File: config.mk
export PLATFORM = sky130hd
export DESIGN_NAME = dmshr_arb_flat
export DESIGN_NICKNAME = d
export VERILOG_FILES = /design/src/rtl/dmshr_arb_if.sv /design/src/rtl/dmshr_arb.sv /design/src/flat_wrapper.sv
export SDC_FILE = /design/constraint.sdc
export NUM_CORES = 1
export LEC_CHECK = 0
export BUFFER_PORTS_ARGS = -buffer_cell sky130_fd_sc_hd__buf_2
export CORE_AREA = 2 2 98 100
export CTS_CLUSTER_SIZE = 10
export DETAILED_ROUTE_END_ITERATION = 10
export DIE_AREA = 0 0 100 102
export HOLD_SLACK_MARGIN = 0.15
export PLACE_DENSITY = 0.82
export SLEW_MARGIN = 40
export SYNTH_ARGS = -nofsm -noshare
export SYNTH_HDL_FRONTEND = slang
export SYNTH_SLANG_ARGS = --single-unit
File: constraint.sdc
create_clock -name clock -period 7 [get_ports clock]
set_input_delay 1.05 -clock clock [delete_from_list [all_inputs] [get_ports clock]]
set_output_delay 1.05 -clock clock [all_outputs]
set_load 0.01 [all_outputs]
File: src/rtl/dmshr_arb_if.sv
// Request/grant bundle between the dcache MSHR entries, the refill arbiter and memory.
// The arbiter takes the slave view; the MSHR and memory side takes the master view.
interface dmshr_arb_if #(
    parameter int NUM_MSHR = 4,
    parameter int PADDR_W  = 48
);
    localparam int ID_W = $clog2(NUM_MSHR);

    logic [NUM_MSHR-1:0]         dmshr2arb_valid;
    logic [NUM_MSHR*PADDR_W-1:0] dmshr2arb_paddr;
    logic [NUM_MSHR-1:0]         arb2dmshr_grant;
    logic                        arb2mem_valid;
    logic [PADDR_W-1:0]          arb2mem_paddr;
    logic [ID_W-1:0]             arb2mem_id;
    logic                        mem2arb_ready;

    modport slave (
        input  dmshr2arb_valid,
        input  dmshr2arb_paddr,
        input  mem2arb_ready,
        output arb2dmshr_grant,
        output arb2mem_valid,
        output arb2mem_paddr,
        output arb2mem_id
    );

    modport master (
        output dmshr2arb_valid,
        output dmshr2arb_paddr,
        output mem2arb_ready,
        input  arb2dmshr_grant,
        input  arb2mem_valid,
        input  arb2mem_paddr,
        input  arb2mem_id
    );
endinterface

File: src/rtl/dmshr_arb.sv
// Round-robin arbiter issuing MSHR line-refill reads on a valid/ready memory channel.
// An entry is issued once per assertion of its valid; it must drop valid to be re-issued.
module dmshr_arb #(
    parameter int NUM_MSHR      = 4,
    parameter int PADDR_W       = 48,
    parameter int LINE_OFFSET_W = 6
) (
    input  logic        clock,
    input  logic        reset,
    dmshr_arb_if.slave  bus
);
    localparam int ID_W = $clog2(NUM_MSHR);

    typedef enum logic [0:0] {
        ST_IDLE = 1'b0,
        ST_REQ  = 1'b1
    } state_t;

    state_t               state_q,  state_d;
    logic                 valid_q,  valid_d;
    logic [PADDR_W-1:0]   paddr_q,  paddr_d;
    logic [ID_W-1:0]      id_q,     id_d;
    logic [ID_W-1:0]      rr_ptr_q, rr_ptr_d;
    logic [NUM_MSHR-1:0]  issued_q, issued_d;

    logic                 hs_s;
    logic [NUM_MSHR-1:0]  grant_s;
    logic [NUM_MSHR-1:0]  eligible_s;
    logic [ID_W-1:0]      next_ptr_s;
    logic [ID_W-1:0]      pick_start_s;
    logic [ID_W:0]        pick_s;
    logic                 pick_found_s;
    logic [ID_W-1:0]      pick_id_s;
    logic [PADDR_W-1:0]   sel_paddr_s;

    // Wrap with an explicit compare so non-power-of-2 entry counts never reach NUM_MSHR.
    function automatic logic [ID_W-1:0] inc_wrap_f(input logic [ID_W-1:0] idx);
        inc_wrap_f = (idx == ID_W'(NUM_MSHR - 1)) ? {ID_W{1'b0}} : idx + 1'b1;
    endfunction

    // Returns {found, index} of the first set bit scanning upward from start with wrap.
    function automatic logic [ID_W:0] pick_f(input logic [NUM_MSHR-1:0] elig,
                                             input logic [ID_W-1:0]     start);
        logic [ID_W-1:0] idx;
        logic [ID_W-1:0] res;
        logic            found;
        idx   = start;
        res   = {ID_W{1'b0}};
        found = 1'b0;
        for (int k = 0; k < NUM_MSHR; k++) begin
            if (!found && elig[idx]) begin
                found = 1'b1;
                res   = idx;
            end else begin
                found = found;
            end
            idx = inc_wrap_f(idx);
        end
        pick_f = {found, res};
    endfunction

    // Handshake, grant pulse and round-robin candidate selection.
    always_comb begin
        hs_s       = valid_q & bus.mem2arb_ready;
        next_ptr_s = inc_wrap_f(id_q);
        for (int i = 0; i < NUM_MSHR; i++) begin
            grant_s[i] = hs_s & (id_q == ID_W'(i));
        end
        // The granted entry still reads as not-issued this cycle, so mask it out here.
        eligible_s   = bus.dmshr2arb_valid & ~issued_q & ~grant_s;
        pick_start_s = hs_s ? next_ptr_s : rr_ptr_q;
        pick_s       = pick_f(eligible_s, pick_start_s);
        pick_found_s = pick_s[ID_W];
        pick_id_s    = pick_s[ID_W-1:0];
        sel_paddr_s  = {PADDR_W{1'b0}};
        for (int i = 0; i < NUM_MSHR; i++) begin
            sel_paddr_s = (pick_id_s == ID_W'(i)) ?
                          bus.dmshr2arb_paddr[i*PADDR_W +: PADDR_W] : sel_paddr_s;
        end
    end

    // Next-state logic for the request FSM, output registers and issue tracking.
    always_comb begin
        state_d  = state_q;
        valid_d  = valid_q;
        paddr_d  = paddr_q;
        id_d     = id_q;
        rr_ptr_d = rr_ptr_q;
        issued_d = bus.dmshr2arb_valid & (issued_q | grant_s);
        case (state_q)
            ST_IDLE: begin
                if (pick_found_s) begin
                    state_d = ST_REQ;
                    valid_d = 1'b1;
                    paddr_d = {sel_paddr_s[PADDR_W-1:LINE_OFFSET_W], {LINE_OFFSET_W{1'b0}}};
                    id_d    = pick_id_s;
                end else begin
                    valid_d = 1'b0;
                end
            end
            ST_REQ: begin
                if (hs_s) begin
                    rr_ptr_d = next_ptr_s;
                    if (pick_found_s) begin
                        paddr_d = {sel_paddr_s[PADDR_W-1:LINE_OFFSET_W], {LINE_OFFSET_W{1'b0}}};
                        id_d    = pick_id_s;
                    end else begin
                        state_d = ST_IDLE;
                        valid_d = 1'b0;
                    end
                end else begin
                    valid_d = 1'b1;
                end
            end
            default: begin
                state_d = ST_IDLE;
                valid_d = 1'b0;
            end
        endcase
    end

    // State register with synchronous reset.
    always_ff @(posedge clock) begin
        if (reset) begin
            state_q  <= ST_IDLE;
            valid_q  <= 1'b0;
            paddr_q  <= {PADDR_W{1'b0}};
            id_q     <= {ID_W{1'b0}};
            rr_ptr_q <= {ID_W{1'b0}};
            issued_q <= {NUM_MSHR{1'b0}};
        end else begin
            state_q  <= state_d;
            valid_q  <= valid_d;
            paddr_q  <= paddr_d;
            id_q     <= id_d;
            rr_ptr_q <= rr_ptr_d;
            issued_q <= issued_d;
        end
    end

    assign bus.arb2dmshr_grant = grant_s;
    assign bus.arb2mem_valid   = valid_q;
    assign bus.arb2mem_paddr   = paddr_q;
    assign bus.arb2mem_id      = id_q;
endmodule

File: src/flat_wrapper.sv
// flat-port wrapper written by rule: the top's interface ports become plain ports
module dmshr_arb_flat 
#(
    parameter int NUM_MSHR      = 4,
    parameter int PADDR_W       = 48,
    parameter int LINE_OFFSET_W = 6
)
  (clock, reset, bus_dmshr2arb_valid, bus_dmshr2arb_paddr, bus_mem2arb_ready, bus_arb2dmshr_grant, bus_arb2mem_valid, bus_arb2mem_paddr, bus_arb2mem_id);
  dmshr_arb_if #(.NUM_MSHR(NUM_MSHR), .PADDR_W(PADDR_W)) bus_i ();
  input  logic clock;
  input  logic reset;
  input wire logic [$bits(bus_i.dmshr2arb_valid)-1:0] bus_dmshr2arb_valid;
  input wire logic [$bits(bus_i.dmshr2arb_paddr)-1:0] bus_dmshr2arb_paddr;
  input wire logic [$bits(bus_i.mem2arb_ready)-1:0] bus_mem2arb_ready;
  output wire logic [$bits(bus_i.arb2dmshr_grant)-1:0] bus_arb2dmshr_grant;
  output wire logic [$bits(bus_i.arb2mem_valid)-1:0] bus_arb2mem_valid;
  output wire logic [$bits(bus_i.arb2mem_paddr)-1:0] bus_arb2mem_paddr;
  output wire logic [$bits(bus_i.arb2mem_id)-1:0] bus_arb2mem_id;
  assign bus_i.dmshr2arb_valid = bus_dmshr2arb_valid;
  assign bus_i.dmshr2arb_paddr = bus_dmshr2arb_paddr;
  assign bus_i.mem2arb_ready = bus_mem2arb_ready;
  assign bus_arb2dmshr_grant = bus_i.arb2dmshr_grant;
  assign bus_arb2mem_valid = bus_i.arb2mem_valid;
  assign bus_arb2mem_paddr = bus_i.arb2mem_paddr;
  assign bus_arb2mem_id = bus_i.arb2mem_id;
  dmshr_arb #(.NUM_MSHR(NUM_MSHR), .PADDR_W(PADDR_W), .LINE_OFFSET_W(LINE_OFFSET_W)) u_core (.clock(clock), .reset(reset), .bus(bus_i));
endmodule
---- Word level (Yosys, flattened, before mapping) ----
Index checks and enable logic that the tools add are counted.
operators by class
  shifts and indexed selects .............. 0
  eq/ne operators ......................... 11
  $add $sub $neg .......................... 4
  $mul .................................... 0
  bitwise gates (word level) .............. 12
  magnitude comparators ................... 4
  reductions and logical operators ........ 8
  div/mod/pow operators ................... 0
  mux-type cells .......................... 37
operators with widths
  cell                                                        count
  two-way mux 48 bit                                          6
  one-hot mux 48 bit (2 select lines)                         1
  two-way mux 2 bit                                           11
  equality test 2 bit, second input constant                  7
  AND 4 bit                                                   3
  less-than comparator 2 x 3 -> 1 bit, second input constant  4
  two-way mux 1 bit                                           12
  adder 2 x 1 -> 2 bit, second input constant                 4
  binary-select mux 1 bit (select 2 bit)                      4
  NOT 4 bit                                                   2
  AND 1 bit                                                   5
  equality test 2 x 1 -> 1 bit, second input constant         2
  zero test 2 bit                                             2
  bitwise OR 4 bit                                            1
  one-hot mux 1 bit (2 select lines)                          2
  one-hot mux 2 bit (2 select lines)                          1
  logical AND 1 bit                                           3
  zero test 1 bit                                             3
  inequality test 3 bit, second input constant                1
  inequality test 2 bit, second input constant                1
  NOT 1 bit                                                   1
word-level totals
  bits of input ports ..................... 199
  memories kept ........................... 0
  logic and storage cells ................. 82
  latch bits .............................. 0
  memory bits (read-only) ................. 0
  output and inout port bits .............. 55
  RAM bits ................................ 0
  register bits after elaboration ......... 58

---- Depth between registers and ports, before layout ----
  word-level depth ........................ 24
  mapped depth ............................ 15
  gate-level depth less buffers ........... 12

---- Worst setup path before layout ----
Ideal clock, no wire load.
  path kind ............................... input port to flip-flop
  start ................................... in bus_mem2arb_ready
  end ..................................... reg u_core.paddr_q[10], in the netlist u_core.bus.arb2mem_paddr[10]
  setup slack ............................. 3013 ps
  required time ........................... 6867 ps
  arrival time ............................ 3854 ps
  stages on the path ...................... 14
  buffers on the path ..................... 4
  setup time .............................. 133 ps
  cell sequence ........................... buf_6 > and3_1 > nor2_1 > inv_1 > ha_1 > a311oi_4 > mux4_2 > o31ai_1 > a221o_1 > buf_2 > buf_4 > buf_4 > mux2i_1 > o221ai_1
on the way
  elaborated cells between the ends (all ways) .. 51
  those cells by class .................... add/sub: 3; eq/ne: 7; mux: 27; bitwise: 7; reduce/logical: 7
RTL lines
  item                                                           RTL line                           RTL
  from (decl)                                                    flat_wrapper.sv:14                 input wire logic [$bits(bus_i.mem2arb_ready)-1:0] bus_mem2arb_ready;
  AND 1 bit (*)                                                  dmshr_arb.sv:64                    hs_s = valid_q & bus.mem2arb_ready;
  two-way mux 2 bit (*)                                          dmshr_arb.sv:71                    pick_start_s = hs_s ? next_ptr_s : rr_ptr_q;
  named net u_core.pick_start_s[1]                               dmshr_arb.sv:30                    logic [ID_W-1:0] pick_start_s;
  branches (longest 17 deep; another with adder 2 x 1 -> 2 bit)  n/a
  two-way mux 48 bit (*)                                         dmshr_arb.sv:92, dmshr_arb.sv:104
  two-way mux 48 bit                                             dmshr_arb.sv:102                   if (hs_s) begin
  one-hot mux 48 bit (2 select lines) (*)                        dmshr_arb.sv:90                    case (state_q)
  to (signal assigned)                                           dmshr_arb.sv:127                   paddr_q <= {PADDR_W{1'b0}};
  to (signal assigned)                                           dmshr_arb.sv:134                   paddr_q <= paddr_d;
  to (decl)                                                      dmshr_arb.sv:21                    logic [PADDR_W-1:0] paddr_q, paddr_d;
Mark *: on every way through the listed nets, which the timed path passes. The select of a mux whose other input is x is not followed.
A chain may end at the register's enable or synchronous reset.

---- Worst setup path in the final report ----
  start ................................... in bus_mem2arb_ready
  end ..................................... reg u_core.paddr_q[27], in the netlist u_core.bus.arb2mem_paddr[27]
The elaborated chain is that of the path after synthesis.

==> flow_metrics.tcl <==
set metrics [dict create \
    status "finished, final reports clean" \
    synth_simple_gate_area_share_pct 14.2 \
    overflow 0 \
    hold_viol 0 \
    drive_gt1_share_pct 45.6 \
    muxShareOfSynthArea_pct 27.4 \
    hold_depth 2 \
    ys_types 44 \
    wl_um 10100 \
    synth_seq_area_share_pct 30.0 \
    syn_area_um2 3470 \
    finalCritPeriodShare_pct 72.2 \
    place_ws_ps 1650 \
    drc 0 \
    synthArstFlopShare_pct 0 \
    clk_latency_ps 300 \
    synthFlopType "dfxtp_1" \
    hold_class "reg -> reg" \
    crit_path_start_kind "primary input" \
    fin_tns_setup_ps 0 \
    cts_tree "yes" \
    die_y_um 102 \
    syn2layout_area_growth_pct 33.5 \
    ir_worst_vdd_v 0.000206 \
    ys_warn_count 0 \
    grt-busiest-layer "met2" \
    hold_start "u_core.rr_ptr_q[1]" \
    timing.final.crit_period_ps 5060 \
    grt_setup_unrepaired "false" \
    first_pass_iters 6 \
    synth_area_leaders "dfxtp_1 30%, mux2i_1 25%, o221ai_1 11%" \
    clock_path_buffers 2 \
    core_area_um2 9110 \
    end_kind "flip-flop" \
    clkSlewWorstSetupHoldPaths_ps 100 \
    io_buffers 223 \
    relSlewSlack_pct 47.4 \
    crit_path_start "bus_mem2arb_ready" \
    numCtsBuffers 5 \
    synth_fa_ha_area_share_pct 1.80 \
    clockRootBuffer "clkbuf_8" \
    synth_top_family_by_area "multiplexers" \
    first_iter_violations 107 \
    grt_pass1_vias 3428 \
    crit_type "in -> reg" \
    fmax_mhz 198 \
    globalplace.congestion 0.810 \
    cp_slowest_cell "buf_4" \
    pin_count 254 \
    drv_slew 0 \
    met1_usage_pct 20.3 \
    nNetsFinal 745 \
    pwr_density_cell_nw_per_um2 382 \
    n_antenna_cell 0 \
    rows 35 \
    synth-edff-count 0 \
    ys_seq_elements 52 \
    worstRegToRegCells 11 \
    tightestPinTransition_ps 790 \
    postSynthCellCount 340 \
    htree_num_levels 2 \
    grtUsageMet2_pct 35.3 \
    grt_first_pass_wirelength_um 15300 \
    final_antenna_net_count 0 \
    fp.dieW_um 100 \
    post-route-util_pct 50.9 \
    postCtsHoldBufs 0 \
    cts_setup_buffers 0 \
    finClkSkew_ps 9.46 \
    p_total_mw 1.77 \
    drv_cap 0 \
    wire_per_inst_um 15.5 \
    vias_per_cell 5.53 \
    p_leak_nw 2.30 \
    yosys.area.top_type "dfxtp_1" \
    vias 3609 \
    hold_ws_ps 507 \
    grt_usage_pct 18.2 \
    synth_compound_area_share_pct 18.6 \
    synth_area_per_cell_um2 10.2 \
    grt_antenna_before_repair 0 \
    clock-sinks 52 \
    start_util_pct 38.1 \
    cts_resized 0 \
    crit_required_ps 7160 \
    synth_top_cell_area_share_pct 30.0 \
    r2r_start "u_core.bus.arb2mem_valid" \
    final.setup.worst_slack_ps 1940 \
    crit_arrival_ps 5220 \
    setup_violations 0 \
    worstPathMaxFanout 39 \
    dieArea_um2 10200 \
    grtUsageMet3_pct 3.69 \
    grt_max_degree 55 \
    worstPathCellList "buf_2 -> a21boi_0 -> nor2_1 -> inv_1 -> ha_1 -> a311oi_4 -> mux4_2 -> o31ai_1 -> a221o_4 -> buf_4 -> mux2i_1 -> o221ai_1" \
    hpwlAfterDp_um 7690 \
    synthXorXnorAreaFrac_pct 0 \
    cpPeakStageDelay_ps 630 \
]
==> logic make-up after synthesis <==
| kind of cell | count (synthesis) |
|---|---|
| buffers and inverters | 45 |
| other | 1 |
| DFF | 52 |
| and+or+nand+nor | 75 |
| AOI/OAI and AO/OA | 70 |
| muxes | 92 |
| adders and majority gates | 5 |
==> worst max-delay path, delay by kind of cell <==
family,cells,cell delay [ps]
AOI/OAI and AO/OA,5,1770
adders and majority gates,1,270
muxes,2,730
buffers and inverters,3,1010
and+or+nand+nor,1,330
==> layout by cell type (no fill, tap or decap), drive strengths merged, types with 2 or more instances in the layout <==
cell type	instances
mux4	2
nand3b	42
o211ai	3
a211oi	4
and3	5
o31ai	2
a31oi	5
nand2	6
a41oi	2
mux2	3
ha	5
or3	2
a21boi	3
dfxtp	52
inv	7
conb	6
clkbuf	8
nand4	3
o221ai	42
nor2	9
buf	227
nor3b	3
mux2i	87
==> per-stage QoR <==
| step | cells | cell area (µm²) |
|---|---|---|
| after floorplan | 345 | 3490 |
| after global placement | 645 | 4540 |
| after detailed placement | 645 | 4550 |
| after CTS | 653 | 4640 |
| after global routing | 653 | 4640 |
| final | 653 | 4640 |
==> metal layers <==
metal / wire length, µm / vias up
met1: 3970 / 1690
met5: 0 / -
met3: 785 / 11
met4: 90 / 0
met2: 5300 / 175
li1: - / 1733
==> synth_stat cells, drive strengths merged (3+ instances only) <==
cell type / instances
mux2i: 87
dfxtp: 52
nand3b: 42
o221ai: 42
buf: 28
clkbuf: 10
nor2: 9
inv: 7
nand2: 6
a31oi: 5
and3: 5
ha: 5
a211oi: 4
a21boi: 3
mux2: 3
nand4: 3
nor3b: 3
o211ai: 3
==> flip-flops by register name (all words and copies together), names as in the netlist <==
| register | cells |
|---|---|
| u_core.bus.arb2mem_id | 2 |
| u_core.state_q | 1 |
| u_core.bus.arb2mem_paddr | 42 |
| u_core.issued_q | 4 |
| u_core.rr_ptr_q | 2 |
| u_core.bus.arb2mem_valid | 1 |
==> layout make-up <==
cell class | count | area, µm²
Sequential cell | 52 | 1040
Tap cell | 111 | 139
Inverter | 7 | 26.3
Fill cell | 845 | 4470
Clock buffer | 8 | 90.1
Multi-Input combinational cell | 248 | 2190
Timing Repair Buffer | 227 | 1150
==> path summary, 6_finish.rpt <==
path                                                      to  slack [ps]
worst min register to register            u_core.rr_ptr_q[1]         510
worst max register to register  u_core.bus.arb2mem_paddr[27]        2160
worst min-delay path                      u_core.rr_ptr_q[1]         510
worst max-delay path            u_core.bus.arb2mem_paddr[27]        1940
==> power breakdown <==
part	leakage, nW	switching (mW)	internal, mW
Clock	0.0455	0.0968	0.0810
Combinational	1.82	0.619	0.530
Sequential	0.430	0.0531	0.389
(Power assumes the default switching activity.)
